File: src/rtl/axis_pkt_gen_pkg.sv
// Shared types, LFSR constants and payload helpers for the AXI-stream packet generator.
// Used by axis_lfsr_throttle and axis_pkt_gen.
package axis_gen_pkg;

  typedef enum logic [1:0] {
    IDLE = 2'd0,
    SEND = 2'd1,
    DONE = 2'd2
  } gen_state_e;

  // Galois form of x^16+x^14+x^13+x^11+1, shifting right
  localparam logic [15:0] LFSR_TAPS     = 16'hB400;
  localparam logic [15:0] LFSR_SEED_DEF = 16'h0001;

  // Widest payload exp_data can build; callers size-cast down to DSIZE (<= EXP_DW)
  localparam int unsigned EXP_DW = 128;

  function automatic logic [15:0] lfsr_next(input logic [15:0] cur);
    return {1'b0, cur[15:1]} ^ (cur[0] ? LFSR_TAPS : 16'h0000);
  endfunction

  function automatic logic [EXP_DW-1:0] exp_data(input logic [EXP_DW-1:0] pkt,
                                                 input logic [EXP_DW-1:0] beat,
                                                 input int unsigned       half);
    logic [EXP_DW-1:0] mask;
    mask = (EXP_DW'(1) << half) - EXP_DW'(1);
    return (pkt << half) | (beat & mask);
  endfunction

endpackage

File: src/rtl/axis_lfsr_throttle.sv
// 16-bit Galois LFSR producing a pseudo-random "hit" with probability min(thr,128)/128.
// Reloaded from seed on load (zero seed replaced by the default), advanced while en is high.
module axis_lfsr_throttle
  import axis_gen_pkg::*;
(
  input  logic        aclk,
  input  logic        aresetn,
  input  logic        load,
  input  logic [15:0] seed,
  input  logic        en,
  input  logic [7:0]  thr,
  output logic        hit
);

  logic [15:0] lfsr;

  // NOTE: sequential state is written with <= only, so every flop samples pre-edge values.
  always_ff @(posedge aclk or negedge aresetn) begin
    if (!aresetn) begin
      lfsr <= LFSR_SEED_DEF;
    end else if (load) begin
      lfsr <= (seed == 16'h0000) ? LFSR_SEED_DEF : seed;
    end else if (en) begin
      lfsr <= lfsr_next(lfsr);
    end
  end

  // lfsr[6:0] never exceeds 127, so any thr >= 128 saturates to "always"
  assign hit = {1'b0, lfsr[6:0]} < thr;

endmodule

File: src/rtl/axis_pkt_gen.sv
// AXI-stream packet generator: cfg_num packets of cfg_len beats, LFSR-throttled tvalid,
// round-robin tdest. Define AXIS_PKT_GEN_CHECK_EN to add the matching sink/checker.
module axis_pkt_gen
  import axis_gen_pkg::*;
#(
  parameter  int DSIZE = 16,
  parameter  int NCH   = 4,
  parameter  int LEN_W = 16,
  parameter  int NUM_W = 16,
  localparam int TDW   = (NCH > 1) ? $clog2(NCH) : 1
) (
  input  logic             aclk,
  input  logic             aresetn,
  input  logic             start,
  input  logic             abort,
  input  logic [LEN_W-1:0] cfg_len,
  input  logic [NUM_W-1:0] cfg_num,
  input  logic [7:0]       cfg_thr,
  input  logic [15:0]      cfg_seed,
  output logic [DSIZE-1:0] m_axis_tdata,
  output logic             m_axis_tvalid,
  input  logic             m_axis_tready,
  output logic             m_axis_tlast,
  output logic [TDW-1:0]   m_axis_tdest,
  output logic             busy,
  output logic             done,
  output logic [NUM_W-1:0] sent_pkts
`ifdef AXIS_PKT_GEN_CHECK_EN
  ,
  input  logic [DSIZE-1:0] s_axis_tdata,
  input  logic             s_axis_tvalid,
  output logic             s_axis_tready,
  input  logic             s_axis_tlast,
  input  logic [TDW-1:0]   s_axis_tdest,
  input  logic [7:0]       chk_thr,
  output logic [15:0]      chk_err,
  output logic [NUM_W-1:0] chk_pkts
`endif
);

  localparam int unsigned HALF = DSIZE / 2;

  gen_state_e       state, state_n;
  logic [LEN_W-1:0] len_q;
  logic [NUM_W-1:0] num_q;
  logic [7:0]       thr_q;

  // Position of the next beat to be issued; the output registers hold the current one
  logic [LEN_W-1:0] nxt_beat;
  logic [NUM_W-1:0] nxt_pkt;
  logic [TDW-1:0]   nxt_dest;

  logic start_ok, hs, last_hs, final_pkt, at_boundary, stop, can_issue, issue, hit;

  axis_lfsr_throttle u_vld_thr (
    .aclk    (aclk),
    .aresetn (aresetn),
    .load    (start_ok),
    .seed    (cfg_seed),
    .en      (state == SEND),
    .thr     (thr_q),
    .hit     (hit)
  );

  // NOTE: every always_comb output gets a default first so no path can infer a latch.
  always_comb begin
    start_ok    = (state == IDLE) && start && (cfg_len != '0) && (cfg_num != '0);
    hs          = m_axis_tvalid && m_axis_tready;
    last_hs     = hs && m_axis_tlast;
    final_pkt   = last_hs && (sent_pkts == num_q - NUM_W'(1));
    // A boundary is either "no beat of a packet in flight" or the closing tlast handshake
    at_boundary = (!m_axis_tvalid && (nxt_beat == '0)) || last_hs;
    stop        = final_pkt || (abort && at_boundary);
    can_issue   = !m_axis_tvalid || m_axis_tready;
    issue       = hit && (nxt_pkt != num_q);

    state_n = state;
    case (state)
      IDLE:    if (start_ok) state_n = SEND;
      SEND:    if (stop) state_n = DONE;
      DONE:    state_n = IDLE;
      default: state_n = IDLE;
    endcase
  end

  always_ff @(posedge aclk or negedge aresetn) begin
    if (!aresetn) begin
      state <= IDLE;
      busy  <= 1'b0;
      done  <= 1'b0;
    end else begin
      state <= state_n;
      busy  <= (state_n != IDLE);
      done  <= (state_n == DONE);
    end
  end

  always_ff @(posedge aclk or negedge aresetn) begin
    if (!aresetn) begin
      len_q         <= '0;
      num_q         <= '0;
      thr_q         <= '0;
      nxt_beat      <= '0;
      nxt_pkt       <= '0;
      nxt_dest      <= '0;
      sent_pkts     <= '0;
      m_axis_tvalid <= 1'b0;
      m_axis_tdata  <= '0;
      m_axis_tlast  <= 1'b0;
      m_axis_tdest  <= '0;
    end else if (start_ok) begin
      len_q         <= cfg_len;
      num_q         <= cfg_num;
      thr_q         <= cfg_thr;
      nxt_beat      <= '0;
      nxt_pkt       <= '0;
      nxt_dest      <= '0;
      sent_pkts     <= '0;
      m_axis_tvalid <= 1'b0;
    end else if (state == SEND) begin
      if (last_hs) sent_pkts <= sent_pkts + NUM_W'(1);
      if (stop) begin
        m_axis_tvalid <= 1'b0;
      end else if (can_issue) begin
        m_axis_tvalid <= issue;
        if (issue) begin
          m_axis_tdata <= DSIZE'(exp_data(EXP_DW'(nxt_pkt), EXP_DW'(nxt_beat), HALF));
          m_axis_tlast <= (nxt_beat == len_q - LEN_W'(1));
          m_axis_tdest <= nxt_dest;
          if (nxt_beat == len_q - LEN_W'(1)) begin
            nxt_beat <= '0;
            nxt_pkt  <= nxt_pkt + NUM_W'(1);
            nxt_dest <= (nxt_dest == TDW'(NCH - 1)) ? '0 : nxt_dest + TDW'(1);
          end else begin
            nxt_beat <= nxt_beat + LEN_W'(1);
          end
        end
      end
    end
  end

`ifdef AXIS_PKT_GEN_CHECK_EN
  // Sink side: chk_pkts doubles as the expected packet index
  logic [LEN_W-1:0] chk_beat;
  logic [TDW-1:0]   chk_dest;
  logic             s_hs, s_bad;

  axis_lfsr_throttle u_rdy_thr (
    .aclk    (aclk),
    .aresetn (aresetn),
    .load    (start_ok),
    .seed    (~cfg_seed),
    .en      (1'b1),
    .thr     (chk_thr),
    .hit     (s_axis_tready)
  );

  always_comb begin
    s_hs  = s_axis_tvalid && s_axis_tready;
    s_bad = (s_axis_tdata != DSIZE'(exp_data(EXP_DW'(chk_pkts), EXP_DW'(chk_beat), HALF)))
         || (s_axis_tlast != (chk_beat == len_q - LEN_W'(1)))
         || (s_axis_tdest != chk_dest);
  end

  always_ff @(posedge aclk or negedge aresetn) begin
    if (!aresetn) begin
      chk_err  <= '0;
      chk_pkts <= '0;
      chk_beat <= '0;
      chk_dest <= '0;
    end else if (start_ok) begin
      chk_err  <= '0;
      chk_pkts <= '0;
      chk_beat <= '0;
      chk_dest <= '0;
    end else if (s_hs) begin
      if (s_bad && (chk_err != 16'hFFFF)) chk_err <= chk_err + 16'd1;
      // The received tlast, not the model's, realigns the expected position
      if (s_axis_tlast) begin
        chk_beat <= '0;
        chk_pkts <= chk_pkts + NUM_W'(1);
        chk_dest <= (chk_dest == TDW'(NCH - 1)) ? '0 : chk_dest + TDW'(1);
      end else begin
        chk_beat <= chk_beat + LEN_W'(1);
      end
    end
  end
`endif

endmodule
File: config.mk
export PLATFORM = sky130hd
export DESIGN_NAME = axis_pkt_gen
export DESIGN_NICKNAME = d
export VERILOG_FILES = /design/src/rtl/axis_pkt_gen_pkg.sv /design/src/rtl/axis_lfsr_throttle.sv /design/src/rtl/axis_pkt_gen.sv
export SDC_FILE = /design/constraint.sdc
export NUM_CORES = 1
export LEC_CHECK = 0
export CORE_MARGIN = 8
export CORE_UTILIZATION = 46
export CTS_CLUSTER_SIZE = 8
export DETAILED_ROUTE_END_ITERATION = 16
export PLACE_DENSITY = 0.7
export SYNTH_ARGS = -nofsm -noshare
export SYNTH_HDL_FRONTEND = slang
export SYNTH_HIERARCHICAL = 1
export SYNTH_SLANG_ARGS = --single-unit
export TNS_END_PERCENT = 10
File: constraint.sdc
create_clock -name aclk -period 3 [get_ports aclk]
set_input_delay 0.9 -clock aclk [delete_from_list [all_inputs] [get_ports aclk]]
set_output_delay 0.9 -clock aclk [all_outputs]
set_load 0.05 [all_outputs]
==> results.json <==
{
  "status": "complete, no violations",
  "slew_viol_final": 0,
  "dp_hpwl_um": 14600,
  "port_buffers": 98,
  "critPathCaptureType": "flip-flop",
  "die_x_um": 145,
  "vias": 6905,
  "synth_area_leaders": "dfrtp_1 (42%), nand2_1 (11%), xor2_1 (4.4%)",
  "top_usage_layer": "met2",
  "avgViaCountPerCell": 5.47,
  "placed_cells": 1223,
  "netlist_instances": 889,
  "cts_buffers": 17,
  "area_growth_syn_to_layout_pct": 30.7,
  "finalHoldWorstSlack_ns": 0.469,
  "async_reset_ff_share_pct": 100,
  "htreeDepth": 4,
  "critical_path_class": "flip-flop to flip-flop",
  "wl_per_cell_um": 15.9,
  "required_ns": 3.35,
  "final_cells": 1263,
  "p_clk_share_pct": 23.5,
  "clk_latency_ns": 0.42,
  "clock_path_buffers": 2,
  "num-fill-cells": 1435,
  "slew_headroom_pct": 63.1,
  "p_int_mw": 5.48,
  "switching_share_pct": 40.2,
  "grt_pass1_vias": 6887,
  "yosys_warnings": 6,
  "drt_iter0_drc": 507,
  "fmax_mhz": 345,
  "crit_path_start_kind": "flip-flop",
  "use_met2_pct": 30.6,
  "syn_area_um2": 7690,
  "post-place-ws_ns": -0.212,
  "drt_pass1_iterations": 5,
  "ios": 99,
  "syn_area_per_cell_um2": 8.65,
  "crit_path_max_fanout": 23,
  "fin_crit_ns": 2.90,
  "antenna_cells": 0,
  "seq_power_share_pct": 29.8,
  "fp-row-count": 47,
  "grt_pass1_wl_um": 34100,
  "synth_cell_types": 73,
  "layout.nets": 1104,
  "use_met1_pct": 25.8,
  "finClkSkew_ns": 0.00685,
  "finalSetupViolations": 0,
  "hp-class": "input pin to async pin",
  "drcViolationCount": 0,
  "drive_above_1_share_pct": 15.4,
  "drv_cap": 0,
  "post-synth-top-count-cell": "nand2_1",
  "yosysTopAreaCellShare_pct": 42.0,
  "ys_ff_latch": 130,
  "synth_edf_count": 0,
  "die_h_um": 145,
  "hold_viol": 0,
  "cts_root_buffer": "clkbuf_16",
  "rsz0062_at_grt": "yes",
  "power_switching_mw": 3.69,
  "finalCritPeriodShare_pct": 96.8,
  "finalWorstSetupSlack_ns": 0.0975,
  "cts_tree": "yes",
  "initial_core_util_pct": 46.7,
  "yosys.area.top_type": "dfrtp_1",
  "vdd_drop_max_uv": 567,
  "grt_use_met3_pct": 4.29,
  "ys_seq_area_share_pct": 42.3,
  "p_leak_nw": 4.56,
  "wl_um": 20000,
  "grt_start_max_net_pins": 71,
  "ys_top_cells_by_count": "nand2_1 (219), dfrtp_1 (129), o21ai_0 (41)",
  "antenna_found_initial": 0,
  "syn_nets": 963,
  "dieArea_um2": 21100,
  "combPwrFrac_pct": 46.7,
  "arrival_ns": 3.25,
  "overflow": 0,
  "postRouteAntennaNets": 0,
  "grt_use_total_pct": 19.3,
  "core_um2": 16500,
  "power_density_nw_per_um2": 912,
  "cts.clk_slew.worst_paths_ns": 0.06,
  "clock_sinks": 130,
  "worst_pin_slew_ns": 0.553,
  "gp_congestion": 0.906,
  "ff2ff_path_depth": 8,
  "ys.flop_type": "dfrtp_1"
}
-- worst max-delay path, stage by stage, from the launching register on --
cell      delay [ns]
dfrtp_2         0.45
nor4_4          0.38
nand4_1         0.23
nor4_2          0.33
o22ai_1         0.13
a2111o_1        0.43
and2_4          0.23
or4_4           0.50
a21oi_2         0.15
-- cells in the final DEF (no fill, tap or decap), types with 6 or more instances in the layout --
cell type / instances
xor2_1: 38
ha_1: 11
a21oi_1: 16
nor3b_1: 6
nor3_1: 22
or3_1: 7
nand4_1: 10
a21oi_2: 6
dfrtp_1: 126
nor4_1: 24
xnor2_1: 24
nand2b_1: 11
nand2_1: 219
a22o_1: 8
or4_4: 6
nor4_2: 7
o31ai_1: 6
buf_4: 76
clkbuf_16: 17
clkdlybuf4s50_1: 97
nor2b_1: 9
mux2i_1: 20
and3_1: 19
nor2_1: 38
a21o_1: 7
nand3_1: 32
o22ai_1: 10
inv_1: 22
o21ai_0: 40
-- worst paths after layout --
path,start,to,slack (ns)
max in group asynchronous,aresetn,len_q[3],1.68
min in group aclk,m_axis_tdata[7],m_axis_tdata[7],0.47
worst max register to register,len_q[2],nxt_pkt[3],0.1
worst min register to register,m_axis_tdata[7],m_axis_tdata[7],0.47
worst min-delay path,aresetn,m_axis_tdata[12],0.47
worst max-delay path,len_q[2],nxt_pkt[3],0.1
-- layer usage --
metal / share of wire (%) / vias to the layer above
li1: - / 3396
met1: 48 / 3307
met2: 47 / 174
met3: 4.2 / 28
met4: 1.5 / 0
met5: 0 / -
-- cell families after synthesis --
group                      share of synthesized area, %
AOI/OAI and AO/OA                                  12.2
xor gates and xnor gates                           7.18
adders and majority gates                          2.12
buffers and inverters                              4.98
DFF                                                42.3
muxes                                              2.75
and+or+nand+nor                                    28.5
-- timing repair --
item,in CTS,in global routing
pin swaps,4,14
gates cloned,0,0
endpoints found under the setup margin,7,52
buffers inserted,2,8
endpoints found under the hold margin,0,0
hold buffers,0,0
gates resized for setup,3,34
-- layout make-up --
class / instances / area [um^2] / area share, %
multi-input cells: 678 / 4180 / 41.6
flip-flops and latches: 130 / 3260 / 32.4
repair buffers: 178 / 1620 / 16.2
clock buffers: 24 / 492 / 4.89
well taps: 220 / 275 / 2.74
clock inverters: 8 / 125 / 1.24
inverters: 25 / 95.1 / 0.946
-- per-stage QoR --
step | cell area [um^2] | TNS [ns] | total power [mW] | util, %
6_report | 10100 | 0 | 9.17 | 61.0
3_5_place_dp | 9250 | -5.93 | 6.80 | 56.2
5_1_grt | 10100 | -0.159 | 9.82 | 61.0
4_1_cts | 9900 | 0 | 9.02 | 60.1
2_1_floorplan | 7690 | 0 | 5.53 | -
3_3_place_gp | 9250 | -3.67 | 6.72 | 56.2
-- state kept, by name, indices dropped and copies added, names as in the netlist --
name	cells
state	2
num_q	16
thr_q	8
nxt_dest	2
m_axis_tlast	1
nxt_beat	16
busy	1
done	1
m_axis_tvalid	1
m_axis_tdata	16
u_vld_thr/lfsr	16
m_axis_tdest	2
sent_pkts	16
nxt_pkt	16
len_q	16
-- power groups by stage --
stage	combinational, mW	clock, mW	sequential [mW]
floorplan	2.69	0	2.84
global placement	4.00	0	2.72
detailed placement	4.07	0	2.73
CTS	4.12	2.19	2.71
global route	4.75	2.26	2.81
finish	4.28	2.16	2.73
(Power assumes the default switching activity.)
